$ cat src/rtl/decoder_mem_reader.sv
// Avalon-MM read master that drains a word block from the decoder on-chip memory
// and replays it as an Avalon-ST stream, buffered by a small show-ahead FIFO.
module decoder_mem_reader #(
  parameter int ADDR_W     = 13,
  parameter int DATA_W     = 32,
  parameter int MEM_DEPTH  = 5120,
  parameter int FIFO_DEPTH = 4
) (
  input  logic              clk,
  input  logic              reset,
  input  logic              start,
  input  logic [ADDR_W-1:0] base_addr,
  input  logic [ADDR_W:0]   length,
  output logic              busy,
  output logic              done,
  output logic              error,
  output logic [ADDR_W-1:0] address,
  output logic              chipselect,
  output logic              write,
  output logic [3:0]        byteenable,
  output logic              clken,
  input  logic [DATA_W-1:0] readdata,
  output logic [DATA_W-1:0] src_data,
  output logic              src_valid,
  input  logic              src_ready,
  output logic              src_sop,
  output logic              src_eop,
  output logic [1:0]        state_dbg
);

  localparam int PTR_W = (FIFO_DEPTH > 1) ? $clog2(FIFO_DEPTH) : 1;
  localparam int CNT_W = PTR_W + 1;
  localparam int LEN_W = ADDR_W + 1;
  localparam int SUM_W = ADDR_W + 2;
  localparam logic [SUM_W-1:0] MEM_LIMIT = SUM_W'(MEM_DEPTH);

  typedef enum logic [1:0] {S_IDLE, S_RUN, S_DRAIN, S_FIN} state_t;

  state_t             state, state_nxt;
  logic [ADDR_W-1:0]  ptr;
  logic [LEN_W-1:0]   remaining;
  logic               first_pending;
  logic               err_q;
  logic               inflight, inflight_sop, inflight_eop;

  logic [DATA_W+1:0]  fifo_mem [FIFO_DEPTH];
  logic [PTR_W-1:0]   wr_ptr, rd_ptr;
  logic [CNT_W-1:0]   fifo_count;

  logic [SUM_W-1:0]   end_sum;
  logic               range_ok, len_zero, accept, issue, room, push, pop;
  logic [DATA_W+1:0]  head;

  // Stream handshake: a beat moves when src_valid & src_ready; src_valid never
  // drops and the head entry never changes until that beat has moved.
  assign end_sum  = {2'b00, base_addr} + {1'b0, length};
  assign len_zero = (length == '0);
  assign range_ok = (end_sum <= MEM_LIMIT);
  assign accept   = (state == S_IDLE) && start && !len_zero && range_ok;

  assign room  = ((CNT_W+1)'(fifo_count) + (CNT_W+1)'(inflight)) < (CNT_W+1)'(FIFO_DEPTH);
  assign issue = (state == S_RUN) && room;
  assign push  = inflight;
  assign pop   = src_valid && src_ready;

  assign head      = fifo_mem[rd_ptr];
  assign src_valid = (fifo_count != '0);
  assign src_data  = src_valid ? head[DATA_W-1:0] : '0;
  assign src_sop   = src_valid && head[DATA_W+1];
  assign src_eop   = src_valid && head[DATA_W];

  assign chipselect = issue;
  assign address    = ptr;
  assign write      = 1'b0;
  assign byteenable = 4'hF;
  assign clken      = 1'b1;
  assign busy       = (state == S_RUN) || (state == S_DRAIN);
  assign done       = (state == S_FIN);
  assign error      = (state == S_FIN) && err_q;
  assign state_dbg  = state;

  always_comb begin
    state_nxt = state;
    case (state)
      S_IDLE:  if (start) state_nxt = accept ? S_RUN : S_FIN;
      S_RUN:   if (issue && remaining == LEN_W'(1)) state_nxt = S_DRAIN;
      // The last beat may leave in the same cycle we decide to finish.
      S_DRAIN: if (!inflight && (fifo_count == '0 ||
                   (fifo_count == CNT_W'(1) && pop))) state_nxt = S_FIN;
      S_FIN:   state_nxt = S_IDLE;
      default: state_nxt = S_IDLE;
    endcase
  end

  always_ff @(posedge clk or posedge reset) begin
    if (reset) begin
      state         <= S_IDLE;
      ptr           <= '0;
      remaining     <= '0;
      first_pending <= 1'b0;
      err_q         <= 1'b0;
      inflight      <= 1'b0;
      inflight_sop  <= 1'b0;
      inflight_eop  <= 1'b0;
    end else begin
      state    <= state_nxt;
      inflight <= issue;
      if (state == S_IDLE && start) err_q <= !len_zero && !range_ok;
      if (accept) begin
        ptr           <= base_addr;
        remaining     <= length;
        first_pending <= 1'b1;
      end else if (issue) begin
        ptr           <= ptr + ADDR_W'(1);
        remaining     <= remaining - LEN_W'(1);
        first_pending <= 1'b0;
        inflight_sop  <= first_pending;
        inflight_eop  <= (remaining == LEN_W'(1));
      end
    end
  end

  always_ff @(posedge clk or posedge reset) begin
    if (reset) begin
      wr_ptr     <= '0;
      rd_ptr     <= '0;
      fifo_count <= '0;
    end else begin
      if (push) wr_ptr <= wr_ptr + PTR_W'(1);
      if (pop)  rd_ptr <= rd_ptr + PTR_W'(1);
      case ({push, pop})
        2'b10:   fifo_count <= fifo_count + CNT_W'(1);
        2'b01:   fifo_count <= fifo_count - CNT_W'(1);
        default: fifo_count <= fifo_count;
      endcase
    end
  end

  // Storage needs no reset: an empty FIFO masks every stream output.
  always_ff @(posedge clk) begin
    if (push) fifo_mem[wr_ptr] <= {inflight_sop, inflight_eop, readdata};
  end

endmodule

$ cat config.mk
export PLATFORM = sky130hd
export DESIGN_NAME = decoder_mem_reader
export DESIGN_NICKNAME = d
export VERILOG_FILES = /design/src/rtl/decoder_mem_reader.sv
export SDC_FILE = /design/constraint.sdc
export NUM_CORES = 1
export LEC_CHECK = 0
export CORE_MARGIN = 2
export CORE_UTILIZATION = 54
export CTS_CLUSTER_SIZE = 40
export DETAILED_ROUTE_END_ITERATION = 10
export PLACE_DENSITY = 0.86
export SLEW_MARGIN = 20
export SYNTH_ARGS = -nofsm -noshare
export SYNTH_HDL_FRONTEND = slang
export SYNTH_SLANG_ARGS = --single-unit
$ cat constraint.sdc
create_clock -name clk -period 3.23 [get_ports clk]
set_input_delay 0.8075 -clock clk [delete_from_list [all_inputs] [get_ports clk]]
set_output_delay 0.8075 -clock clk [all_outputs]
set_load 0.1 [all_outputs]
==> run_results.csv <==
group,metric,value,unit
yosys,ys_async_sr_fraction,23.16,%
detailed_routing,first_pass_iters,5,
hold_path,hold_depth,1,
floorplanning,row_count,45,
clock_network,cts-hold-fix-buffers,0,
worst_setup_path,endpoint_kind,"flip-flop",
yosys,syn-cell-area,0.008270,mm2
worst_setup_path,cp_max_fo,7,
sta,final.period_utilization,98.86,%
detailed_routing,wl_met3,1132,um
detailed_routing,wl_met2,10090,um
detailed_routing,num_vias,5437,
worst_setup_path,r2r_setup_slack,0.33,ns
cells_and_area,post-route-util,73.73,%
floorplanning,die_x,127.8,um
place,io_buffers,116,
cells_and_area,fill_cells,866,
yosys,synth_cell_type_count,56,
sta,finalClockSkew,0.009979,ns
sta,worstMarginPinSlew,0.9516,ns
sta,hold_viol,0,
yosys,synth-edff-count,136,
cells_and_area,layout_commonest_cell,"edfxtp_1",
sta,slew_headroom,36.56,%
grt,track_usage,24.39,%
detailed_routing,wl_per_cell,21.27,um
yosys,yosysTopAreaCell,"edfxtp_1",
grt,grt_max_degree,42,
floorplanning,start_util,54.81,%
detailed_routing,drt-total-wl,19500,um
yosys,synth_warnings,0,
worst_setup_path,crit_type,"in2reg",
floorplanning,core,0.01509,mm2
sta,fmax,313.2,MHz
sta,setup_viol,0,
cells_and_area,syn_to_final_growth,34.52,%
cells_and_area,multiInputGateArea,0.003191,mm2
grt,antenna_found_initial,0,
detailed_routing,viasPerCell,5.929,
run,drv_cap,0,
detailed_routing,drtAntennaViolNets,0,
floorplanning,ios,123,
yosys,synth_top_cells_by_area,"edfxtp_1 (49%), dfrtp_1 (12%), mux4_2 (9.3%)",
place,dpl.hpwl,12830,um
clock_network,htreeDepth,4,
worst_setup_path,crit_required,3.54,ns
clock_network,cts_buffers,17,
cells_and_area,regArea,0.005111,mm2
worst_setup_path,r2r_start,"state_dbg[1]$_DFFE_PP0P_",
clock_network,cts-root-buf,"clkbuf_16",
status,status,"finished, final reports clean",
clock_network,worstSkewPairLatency,0.42,ns
detailed_routing,topRoutingLayerUsed,"met4",
grt,overflow,0,
floorplanning,die_y,127.8,um
clock_network,clock-sinks,177,
clock_network,cts_tree,"built",
yosys,avgSynthCellArea,15.23,um2
detailed_routing,m1WireLength,7716,um
worst_setup_path,start_kind,"primary input",
sta,fin_crit,3.193,ns
yosys,yosys_most_used_dff,"edfxtp_1",
cells_and_area,drive_gt1_share,32.42,%
worst_setup_path,reg2reg_depth,10,
worst_setup_path,regToRegEndpoint,"remaining[11]$_DFFE_PP0P_",
hold_path,worstHoldStart,"first_pending$_DFFE_PP0P_",
grt,grt_pass1_wl,30060,um
hold_path,hold_path.class,"reg2reg",
place,place_inst,875,
detailed_routing,drc,0,
cells_and_area,final_cell_mix,"edfxtp_1 (136), buf_4 (69), clkdlybuf4s50_1 (45)",
yosys,synthCells,543,
yosys,seq_area_frac_synth,61.79,%
sta,hold_ws,0.5109,ns
yosys,ys_ff_latch,177,
cells_and_area,stdcell_count,917,
detailed_routing,drt-initial-drc-count,346,
floorplanning,die_area,0.01632,mm2
clock_network,clkSlewWorstSetupHoldPaths,0.07,ns
place,gp_congestion,0.9252,
hold_path,min_to,"inflight_sop$_DFFE_PP0P_",
sta,slew_violations,0,
yosys,yosysTopAreaCellShare,49.38,%
clock_network,clockBufferDepth,2,
grt,grt_pass1_vias,5656,
worst_setup_path,arrival,3.50,ns
cells_and_area,nets,809,
-- state kept, by name, summed over array words and instances (netlist names), 2 cells and up --
register,cells
fifo_mem,136
rd_ptr,2
fifo_count,3
address,13
remaining,14
state_dbg,2
wr_ptr,2
-- layout make-up --
cell class              count  share of cell area [%]
repair buffers            175                   17.65
multi-input cells         329                   28.68
well taps                 188                   2.114
diodes                      1                 0.02249
inverters                  15                  0.5061
flip-flops and latches    177                   45.94
clock buffers              18                   3.857
clock inverters            14                   1.237
-- per-layer routing --
metal	vias to the layer above	global-route usage (%)
met3	53	5.342
met1	2738	30.45
met2	246	41.93
met5	-	0
met4	0	9.438
li1	2400	-
-- per-stage QoR --
stage | worst slack [ns] | setup TNS, ns | instance area (um2)
finish | 0.03684 | 0 | 11130
global route | -0.002685 | -0.004621 | 11120
CTS | 0.004098 | 0 | 11090
detailed placement | -0.6630 | -18.56 | 10320
global placement | -0.5449 | -15.44 | 10320
floorplan | -0.07190 | -0.07190 | 8324
-- critical path, stage by stage --
cell and delay [ns]:
clkdlybuf4s50_1 0.49, ha_4 0.34, nand2_1 0.05, o21a_1 0.20
o211a_1 0.12, a2111o_1 0.40, nor2_2 0.16, o221ai_2 0.15
nor2_4 0.20, buf_6 0.13, buf_8 0.12, mux2_2 0.34
-- synth_stat cells (all sizes together), types with 3 or more instances --
master / count
nand2b: 3
nand3: 9
o21ai: 14
mux4: 34
mux2: 28
and2: 41
nor2: 21
clkbuf: 15
dfrtp: 41
nand2: 23
nand4: 9
nor4: 7
o21a: 4
xor2: 14
ha: 30
buf: 11
a21oi: 17
nor3: 5
and3: 6
inv: 15
xnor2: 21
edfxtp: 136
-- cell families after synthesis --
family,Yosys count,synth area share (%)
AO/OA/AOI/OAI,58,5.068
XOR/XNOR,35,3.707
adder cells (fa/ha/maj),31,4.781
buffers and inverters,41,2.405
flip-flops,177,61.79
multiplexers,64,13.31
other,2,0.09081
AND/OR/NAND/NOR,135,8.850
-- worst max-delay path by stage --
stage                     slack [ns]                  endpoint  cells after the start                     start
after floorplan                -0.07                     error                      2  state_dbg[1]$_DFFE_PP0P_
after global placement         -0.54  remaining[7]$_DFFE_PP0P_                     11                 length[1]
after detailed placement       -0.66  remaining[4]$_DFFE_PP0P_                     12              base_addr[1]
after CTS                      0.004    address[4]$_DFFE_PP0P_                     12              base_addr[1]
after global routing          -0.003    address[0]$_DFFE_PP0P_                     13              base_addr[8]
final                           0.04    address[5]$_DFFE_PP0P_                     12              base_addr[8]
-- repair_timing --
item                                    4_1_cts  5_1_grt
gates resized for setup                      39       24
endpoints found under the setup margin       29       29
pin swaps                                    15       12
setup buffers                                 6        1
cloned                                        2        0
Power is not shown: default switching activity piles up to over one toggle a cycle in this logic, so the estimate is an artifact.
